### config.mk
export PLATFORM = sky130hd
export DESIGN_NAME = store_buffer
export DESIGN_NICKNAME = d
export VERILOG_FILES = /design/src/rtl/store_buffer.sv
export SDC_FILE = /design/constraint.sdc
export NUM_CORES = 1
export LEC_CHECK = 0
export CELL_PAD_IN_SITES_DETAIL_PLACEMENT = 0
export CELL_PAD_IN_SITES_GLOBAL_PLACEMENT = 1
export CORE_MARGIN = 2
export CORE_UTILIZATION = 28
export DETAILED_ROUTE_END_ITERATION = 10
export GPL_TIMING_DRIVEN = 0
export PLACE_DENSITY = 0.57
export SYNTH_ARGS = -nofsm -noshare
export SYNTH_HDL_FRONTEND = slang
export SYNTH_SLANG_ARGS = --single-unit
### constraint.sdc
create_clock -name clk -period 5 [get_ports clk]
set_clock_uncertainty 0.05 [all_clocks]
set_input_delay 1 -clock clk [delete_from_list [all_inputs] [get_ports clk]]
set_output_delay 1 -clock clk [all_outputs]
set_load 0.1 [all_outputs]
### src/rtl/store_buffer.sv
// MEM-stage store path: narrows rt store data onto byte lanes, generates byte enables,
// and queues stores in a small FIFO drained to data memory over a req/ack handshake.
module store_buffer #(
  parameter int unsigned DEPTH = 4
) (
  input  logic                     clk,
  input  logic                     reset,
  input  logic                     st_valid,
  output logic                     st_ready,
  input  logic [31:0]              st_addr,
  input  logic [31:0]              st_data,
  input  logic [1:0]               st_type,
  output logic                     misaligned,
  output logic                     mem_req,
  input  logic                     mem_ack,
  output logic [31:0]              mem_addr,
  output logic [31:0]              mem_wdata,
  output logic [3:0]               mem_be,
  input  logic                     ld_valid,
  input  logic [31:0]              ld_addr,
  output logic                     ld_hazard,
  output logic [$clog2(DEPTH):0]   count
);

  localparam int unsigned PW = $clog2(DEPTH);

  localparam logic [1:0] TYPE_WORD = 2'b00;
  localparam logic [1:0] TYPE_HALF = 2'b01;
  localparam logic [1:0] TYPE_BYTE = 2'b10;

  logic [29:0]   addr_q [DEPTH];
  logic [31:0]   data_q [DEPTH];
  logic [3:0]    be_q   [DEPTH];

  logic [PW-1:0] rd_ptr_q, wr_ptr_q;
  logic [PW:0]   count_q, count_d;

  logic [31:0]   lane_data;
  logic [3:0]    lane_be;
  logic          full, enq, deq;

  // Narrow and replicate the store onto byte lanes.
  always_comb begin
    lane_data = st_data;
    lane_be   = 4'b0000;
    case (st_type)
      TYPE_WORD: begin
        lane_data = st_data;
        lane_be   = 4'b1111;
      end
      TYPE_HALF: begin
        lane_data = {2{st_data[15:0]}};
        lane_be   = st_addr[1] ? 4'b1100 : 4'b0011;
      end
      TYPE_BYTE: begin
        lane_data = {4{st_data[7:0]}};
        lane_be   = 4'b0001 << st_addr[1:0];
      end
      default: begin
        lane_data = st_data;
        lane_be   = 4'b0000;
      end
    endcase
  end

  always_comb begin
    misaligned = st_valid & ((st_type == 2'b11) |
                             ((st_type == TYPE_HALF) & st_addr[0]) |
                             ((st_type == TYPE_WORD) & (|st_addr[1:0])));
  end

  always_comb begin
    full     = (count_q == (PW+1)'(DEPTH));
    st_ready = ~full;
    mem_req  = (count_q != '0);
    enq      = st_valid & ~full & ~misaligned;
    deq      = mem_req & mem_ack;
    count_d  = count_q;
    if (enq && !deq) begin
      count_d = count_q + (PW+1)'(1);
    end else if (deq && !enq) begin
      count_d = count_q - (PW+1)'(1);
    end
  end

  // Head outputs read zero whenever nothing is pending.
  always_comb begin
    mem_addr  = 32'h0;
    mem_wdata = 32'h0;
    mem_be    = 4'h0;
    if (mem_req) begin
      mem_addr  = {addr_q[rd_ptr_q], 2'b00};
      mem_wdata = data_q[rd_ptr_q];
      mem_be    = be_q[rd_ptr_q];
    end
  end

  // An entry is held when its distance from the read pointer is below count.
  always_comb begin
    logic [PW-1:0] offs;
    ld_hazard = 1'b0;
    offs      = '0;
    for (int unsigned i = 0; i < DEPTH; i++) begin
      offs = PW'(i) - rd_ptr_q;
      if (({1'b0, offs} < count_q) && (addr_q[i] == ld_addr[31:2])) begin
        ld_hazard = 1'b1;
      end
    end
    ld_hazard = ld_hazard & ld_valid;
  end

  always_ff @(posedge clk) begin
    if (enq) begin
      addr_q[wr_ptr_q] <= st_addr[31:2];
      data_q[wr_ptr_q] <= lane_data;
      be_q[wr_ptr_q]   <= lane_be;
    end
  end

  always_ff @(posedge clk) begin
    if (reset) begin
      rd_ptr_q <= '0;
      wr_ptr_q <= '0;
      count_q  <= '0;
    end else begin
      if (enq) begin
        wr_ptr_q <= wr_ptr_q + PW'(1);
      end
      if (deq) begin
        rd_ptr_q <= rd_ptr_q + PW'(1);
      end
      count_q <= count_d;
    end
  end

  assign count = count_q;

endmodule

==> metrics.md, run 1 <==
| Metric | Value |
|---|---|
| Slowest-stage cell, CP | clkdlybuf4s50_1 |
| RSZ-0062 raised after global routing | no |
| GRT Total Usage | 0.153 |
| Vias | roughly 7100 |
| Worst Tran Pin Value | 1100 ps |
| Final HPWL DP | between 20 and 30 mm |
| Chip height | roughly 210 µm |
| Cell family with most CP delay | buffers and inverters |
| Hold Path End | wr_ptr_q[1] |
| Final nets | 1066 |
| Max Fanout on Critical Path | 4 |
| Design Power | 9.06 mW |
| Final cell utilization of the core | 0.367 |
| Vias in the first global route | between 7000 and 8000 |
| Clk sink count | approximately 270 |
| # port buffers | 172 |
| Post-route cell area | 15900 µm² |
| Crit end category | output port |
| Core Footprint | 43300 µm² |
| Crit Path Class | input port to output port |
| Tmin final | 4890 ps |
| Die ar. | 45800 µm² |
| R2R setup slack | between 2000 and 2500 ps |
| Register area share after synthesis | 0.656 |
| CTS tree | done |
| GR Overflow Total | 0 |
| FF-to-FF path depth | 10 |
| Critical-path cell list | clkdlybuf4s50_1, xor2_1, nor4_1, nand4_1, a2111oi_0, or4_1, clkdlybuf4s15_2 |
| Place WS | -460 ps |
| Vias per cell | 4.58 |
| Boundary pin count | around 180 |
| Buf+Inv Stages, Crit Path | 2 |
| Pin count of the biggest net entering global routing | 54 |
| Starting DRT DRC Count | 404 |
| Post-CTS setup buffers | 0 |
| Post-route antenna net violation count | 0 |
| #FFs+latches synth | between 200 and 300 |
| Share of the synthesized area in the top cell type | 0.642 |
| WHS | 509 ps |
| DRC Markers | 0 |
| Hold path start | wr_ptr_q[1] |
| Most common cell after layout, fill and taps aside | edfxtp_1 |
| First-pass GRT wire length | 51.6 mm |
| Slew Limit Fails | 0 |
| Initial antenna violation count | 5 |
| Routed WL | approximately 36 mm |
| Peak VDD IR | 0.000525 V |
| Dpl cell area | around 15000 µm² |
| Post-synthesis cell count | 739 |
| Period utilization | 0.978 |
| Non-Filler Instances | 1560 |
| Drt pass-1 iters | 4 |
| Die X | about 210 µm |
| Critical Path AT | 3840 ps |
| Wire per inst | 22.9 µm |
| Number of buffers created by CTS | 30 |
| Top post-synthesis cells by area | edfxtp_1 64%, mux4_2 12%, xor2_1 8.1%, and2_1 3.6%, dfxtp_1 1.5% |
| Gp weighted congestion | 0.817 |
| Worst slew margin | 0.267 |
| Worst Hold Class | flop to flop |
| Startpoint types | input port |
| MaxCap Viol Count | 0 |
| Post-Syn Area per Cell | 16.7 µm² |
| Rows | 76 |
| Worst-skew pair later-pin latency | roughly 550 ps |
| Final hold vios | 0 |
| Root buf cell | clkbuf_16 |
| Ys Warns | 0 |
| Synth cell types | 34 |
| Top cell type by total area after synthesis | edfxtp_1 |
| Layout area overhead | 28.7% |
| Critical R2R Launch | count[0] |
| CTS Hold Buffers Added | 0 |
| Initial Util | 0.285 |
| Synthesized cell area | 12400 µm² |
| Layout cell share with drive strength beyond 1 | 0.138 |
| Crit path required time | 3950 ps |
| Sum Neg Setup Slack | 0 ps |
| WHS Path Cells | 2 |
| CP max stage delay | 620 ps |
| Peak Freq | 0.204 GHz |
| Status | completed |
| Pleak | approximately 5.4 nW |
| Clock slew at reported path FFs | 60 ps |
| CTS H-tree lvls | 1 |
| Critical R2R Capture | count[2] |
| Placed insts | around 1500 |
| Final worst-path setup slack | 110 ps |
| Setup Viol. Count Final | 0 |
| Commonest cells after routing, fill and taps aside | 264 x edfxtp_1, 151 x clkdlybuf4s50_1, 114 x xor2_1 |
| Worst setup startpoint | ld_addr[25] |
| Clock Path Buffers | 3 |
| Pwr Density | 570 nW/µm² |
| Fill cells | between 4000 and 5000 |
## synth_stat cells
library cell	number
a2111oi_0	3
a2111oi_2	1
a21o_1	2
a21oi_1	20
a22o_1	8
a22oi_1	8
and2_1	71
buf_1	3
buf_2	7
buf_4	7
clkbuf_1	16
conb_1	1
dfxtp_1	9
edfxtp_1	264
fa_1	1
ha_1	14
inv_1	21
mux2i_1	2
mux4_2	66
nand2_1	11
nand2b_1	1
nand3_1	5
nand4_1	8
nor2_1	23
nor3_1	4
nor4_1	24
nor4bb_1	1
o21a_1	1
o21ai_0	1
o22ai_1	8
or3_1	1
or4_1	1
xnor2_1	12
xor2_1	114
## what timing repair did
item	in CTS	in global routing
endpoints found under the setup margin	12	9
hold endpoints to repair	0	0
gates resized for setup	14	9
pin swaps	0	0
## flip-flops by register name, summed over array words and instances, names as in the netlist, named ones only
| register | count |
|---|---|
| data_q | 128 |
| addr_q | 120 |
| be_q | 16 |
| count | 3 |
| rd_ptr_q | 2 |
| wr_ptr_q | 2 |
## worst register-to-register path: cells and delay by family, from the launching register on
family / cells / cell delay, ps
flops: 1 / 470
compound gates: 1 / 140
buf+inv: 2 / 310
xor+xnor: 1 / 160
simple gates: 4 / 870
fa+ha+maj: 2 / 570
## kinds of logic (layout without fill, tap and decap cells)
kind of cell | Yosys count | after routing | synth area share
AND/OR/NAND/NOR | 150 | 150 | 0.0686
XOR/XNOR | 126 | 126 | 0.0894
buffers and inverters | 54 | 285 | 0.0192
other | 1 | 6 | 0.000304
adder cells (fa/ha/maj) | 15 | 15 | 0.0158
multiplexers | 68 | 68 | 0.122
flip-flops | 273 | 273 | 0.656
AO/OA/AOI/OAI | 52 | 52 | 0.0283
## final cells by class
cell class	count	area [µm²]	share of cell area
Sequential cell	273	8110	0.510
Multi-Input combinational cell	413	4020	0.253
Timing Repair Buffer	176	1830	0.115
Clock buffer	42	858	0.0540
Tap cell	585	732	0.0461
Buffer	33	159	0.0100
Clock inverter	13	91.3	0.00575
Inverter	21	78.8	0.00496
Antenna cell	4	10.0	0.000630
## where the power goes
group | internal (mW) | total [mW] | switching (mW)
combinational | 1.14 | 4.17 | 3.03
sequential | 2.69 | 2.76 | 0.0722
clock | 1.24 | 2.13 | 0.885
## how the worst max path moves through the flow
stage | cells past startpoint | slack (ps) | to
CTS | 6 | 3 | mem_addr[11]
detailed placement | 7 | -460 | ld_hazard
global placement | 8 | -1280 | data_q[1][18]
global route | 7 | 40 | ld_hazard
finish | 7 | 110 | ld_hazard
floorplan | 5 | 510 | addr_q[0][0]
## per-layer routing
| layer | part of all wire | global-route usage |
|---|---|---|
| met1 | 0.42 | 0.196 |
| met2 | 0.50 | 0.265 |
| met5 | 0.00064 | 0 |
| met4 | 0.021 | 0.0410 |
| met3 | 0.058 | 0.0305 |
Note: power is estimated with default switching activity, not from simulation.
==> run 2, diff against run 1 <==
--- a/config.mk
+++ b/config.mk
@@ -8,10 +8,10 @@
 export CELL_PAD_IN_SITES_DETAIL_PLACEMENT = 0
 export CELL_PAD_IN_SITES_GLOBAL_PLACEMENT = 1
 export CORE_MARGIN = 2
-export CORE_UTILIZATION = 28
+export CORE_UTILIZATION = 30
 export DETAILED_ROUTE_END_ITERATION = 10
 export GPL_TIMING_DRIVEN = 0
-export PLACE_DENSITY = 0.57
+export PLACE_DENSITY = 0.6
 export SYNTH_ARGS = -nofsm -noshare
 export SYNTH_HDL_FRONTEND = slang
 export SYNTH_SLANG_ARGS = --single-unit
==> metrics.md, run 2 (same netlist as run 1, synthesis figures left out) <==
| Metric | Value |
|---|---|
| Status | completed |
| Boundary pin count | 178 (unchanged) |
| Dpl cell area | 14900 µm² (-0.39%) |
| Pin count of the biggest net entering global routing | 53 (-1.9%) |
| Chip height | 207 µm (-3.3%) |
| Max Fanout on Critical Path | 4 (unchanged) |
| Critical R2R Capture | count[2] |
| Startpoint types | input port |
| Design Power | 9.13 mW (+0.79%) |
| Peak VDD IR | 0.000548 V (+4.3%) |
| Max FFs per register | 128 (unchanged) |
| Pwr Density | 575 nW/µm² (+0.95%) |
| Clk sink count | 273 (unchanged) |
| Fill cells | 3881 (-7.0%) |
| Critical-path cell list | clkdlybuf4s50_1, xor2_1, nor4_1, nand4_1, a2111oi_0, or4_1, clkdlybuf4s15_2 |
| Place WS | -389 ps (+71.2 ps) |
| First-pass GRT wire length | 49.7 mm (-3.7%) |
| Setup Viol. Count Final | 0 (unchanged) |
| Vias in the first global route | 7561 (-2.2%) |
| Crit Path Class | input port to output port |
| Slew Limit Fails | 0 (unchanged) |
| Layout cell share with drive strength beyond 1 | 0.136 (-0.00220) |
| Die ar. | 42800 µm² (-6.5%) |
| Crit path required time | 3950 ps (about the same) |
| Die X | 207 µm (-3.3%) |
| Rows | 74 (-2.6%) |
| Final HPWL DP | 24.8 mm (-2.9%) |
| Crit end category | output port |
| Starting DRT DRC Count | 500 (+24%) |
| Worst-skew pair later-pin latency | 540 ps (about the same) |
| Worst Tran Pin Value | 1070 ps (-27.1 ps) |
| Net Sw Frac | 0.434 (-0.00607) |
| Sw Pwr | 3.96 mW (-0.60%) |
| WHS Path Cells | 2 (unchanged) |
| Root buf cell | clkbuf_16 |
| Drt pass-1 iters | 5 (+1) |
| Post-CTS setup buffers | 0 (unchanged) |
| Critical R2R Launch | count[0] |
| Cell family with most CP delay | buffers and inverters |
| Number of buffers created by CTS | 30 (unchanged) |
| Worst Hold Class | flop to flop |
| RSZ-0062 raised after global routing | no |
| Peak Freq | 0.210 GHz (+2.6%) |
| Wire per inst | 22.9 µm (about the same) |
| Biggest regs | data_q x128, addr_q x120, be_q x16 |
| Vias | 7137 (-0.070%) |
| Buf+Inv Stages, Crit Path | 2 (unchanged) |
| Most common cell after layout, fill and taps aside | edfxtp_1 |
| Vias per cell | 4.74 (+3.5%) |
| Hold Path End | wr_ptr_q[1] |
| Post-route antenna net violation count | 0 (unchanged) |
| Worst slew margin | 0.286 (+0.0181) |
| Clock power share | 0.243 (+0.008) |
| Commonest cells after routing, fill and taps aside | 264 x edfxtp_1, 151 x clkdlybuf4s50_1, 114 x xor2_1 |
| Initial Util | 0.303 (+0.0177) |
| Core Footprint | 40700 µm² (-5.8%) |
| Clock slew at reported path FFs | 60 ps (about the same) |
| Period utilization | 0.953 (-0.0246) |
| Biggest register | data_q |
| Slowest-stage cell, CP | nor4_1 |
| Seq pwr share | 0.302 (-0.003) |
| Clock Path Buffers | 3 (unchanged) |
| Internal power | 5.17 mW (+1.9%) |
| GRT Total Usage | 0.160 (+0.00724) |
| # port buffers | 172 (unchanged) |
| Initial antenna violation count | 4 (-1) |
| Gp weighted congestion | 0.817 (about the same) |
| Final cell utilization of the core | 0.389 (+0.0222) |
| DRC Markers | 0 (unchanged) |
| CTS H-tree lvls | 1 (unchanged) |
| Final nets | 1066 (unchanged) |
| CTS tree | done |
| Layout area overhead | 28.5% |
| Final hold vios | 0 (unchanged) |
| Tmin final | 4770 ps (-123 ps) |
| R2R setup slack | 2370 ps (about the same) |
| GR Overflow Total | 0 (unchanged) |
| Logic gate share of total power | 0.455 (-0.006) |
| Hold path start | wr_ptr_q[1] |
| Critical Path AT | 3720 ps (-120 ps) |
| Routed WL | 34.5 mm (-3.5%) |
| Final worst-path setup slack | 233 ps (+123 ps) |
| FF-to-FF path depth | 10 (unchanged) |
| MaxCap Viol Count | 0 (unchanged) |
| Pleak | 5.40 nW (about the same) |
| Post-route cell area | 15900 µm² (-0.16%) |
| CP max stage delay | 620 ps (about the same) |
run 2: final cells by class:
type,count,area [µm²],share of cell area
Antenna cell,2,5.00,0.000315
Buffer,33,159,0.0100
Clock buffer,39,806,0.0508
Clock inverter,17,186,0.0118
Inverter,21,78.8,0.00497
Multi-Input combinational cell,413,4020,0.253
Sequential cell,273,8110,0.511
Tap cell,532,666,0.0420
Timing Repair Buffer,176,1840,0.116
run 2: timing repair:
| item | 4_1_cts | 5_1_grt |
|---|---|---|
| hold buffers | 0 | 0 |
| endpoints found under the setup margin | 13 | 8 |
| resized for setup | 15 | 8 |
| cloned | 0 | 0 |
run 2: power groups by stage:
stage | Combinational, mW | Clock, mW | Sequential (mW)
after floorplan | 3.06 | 0 | 2.84
after global placement | 4.23 | 0 | 2.82
after detailed placement | 4.25 | 0 | 2.81
after CTS | 4.23 | 2.27 | 2.76
after global routing | 4.35 | 2.36 | 2.77
final | 4.15 | 2.22 | 2.76
run 2: stage by stage:
step | hold slack (ps) | std cells | setup TNS [ps]
floorplan | 464 | 740 | 0
global placement | 496 | 1444 | -358410
detailed placement | 503 | 1448 | -389
CTS | 512 | 1504 | 0
global route | 562 | 1505 | 0
finish | 506 | 1506 | 0
run 2: routing by layer:
layer / global-route usage / part of all wire / wire length (µm)
met5: 0 / 0.00081 / 28
met4: 0.0286 / 0.016 / 536
met3: 0.0312 / 0.061 / 2100
met2: 0.279 / 0.50 / 17200
met1: 0.211 / 0.42 / 14600
run 2: worst max path at each step:
stage           startpoint             to  slack, ps  cells past startpoint
2_1_floorplan     count[0]   addr_q[0][0]        510                      5
3_3_place_gp    st_type[0]  data_q[1][21]      -1410                      8
3_5_place_dp   ld_addr[16]      ld_hazard       -390                      7
4_1_cts           count[2]   mem_addr[12]         20                      6
5_1_grt        ld_addr[16]      ld_hazard         60                      7
6_report       ld_addr[16]      ld_hazard        230                      7
run 2: worst min-delay path: stages (launching register included):
cell     delay (ps)
dfxtp_1         330
mux2i_1         130
nor2_1           50
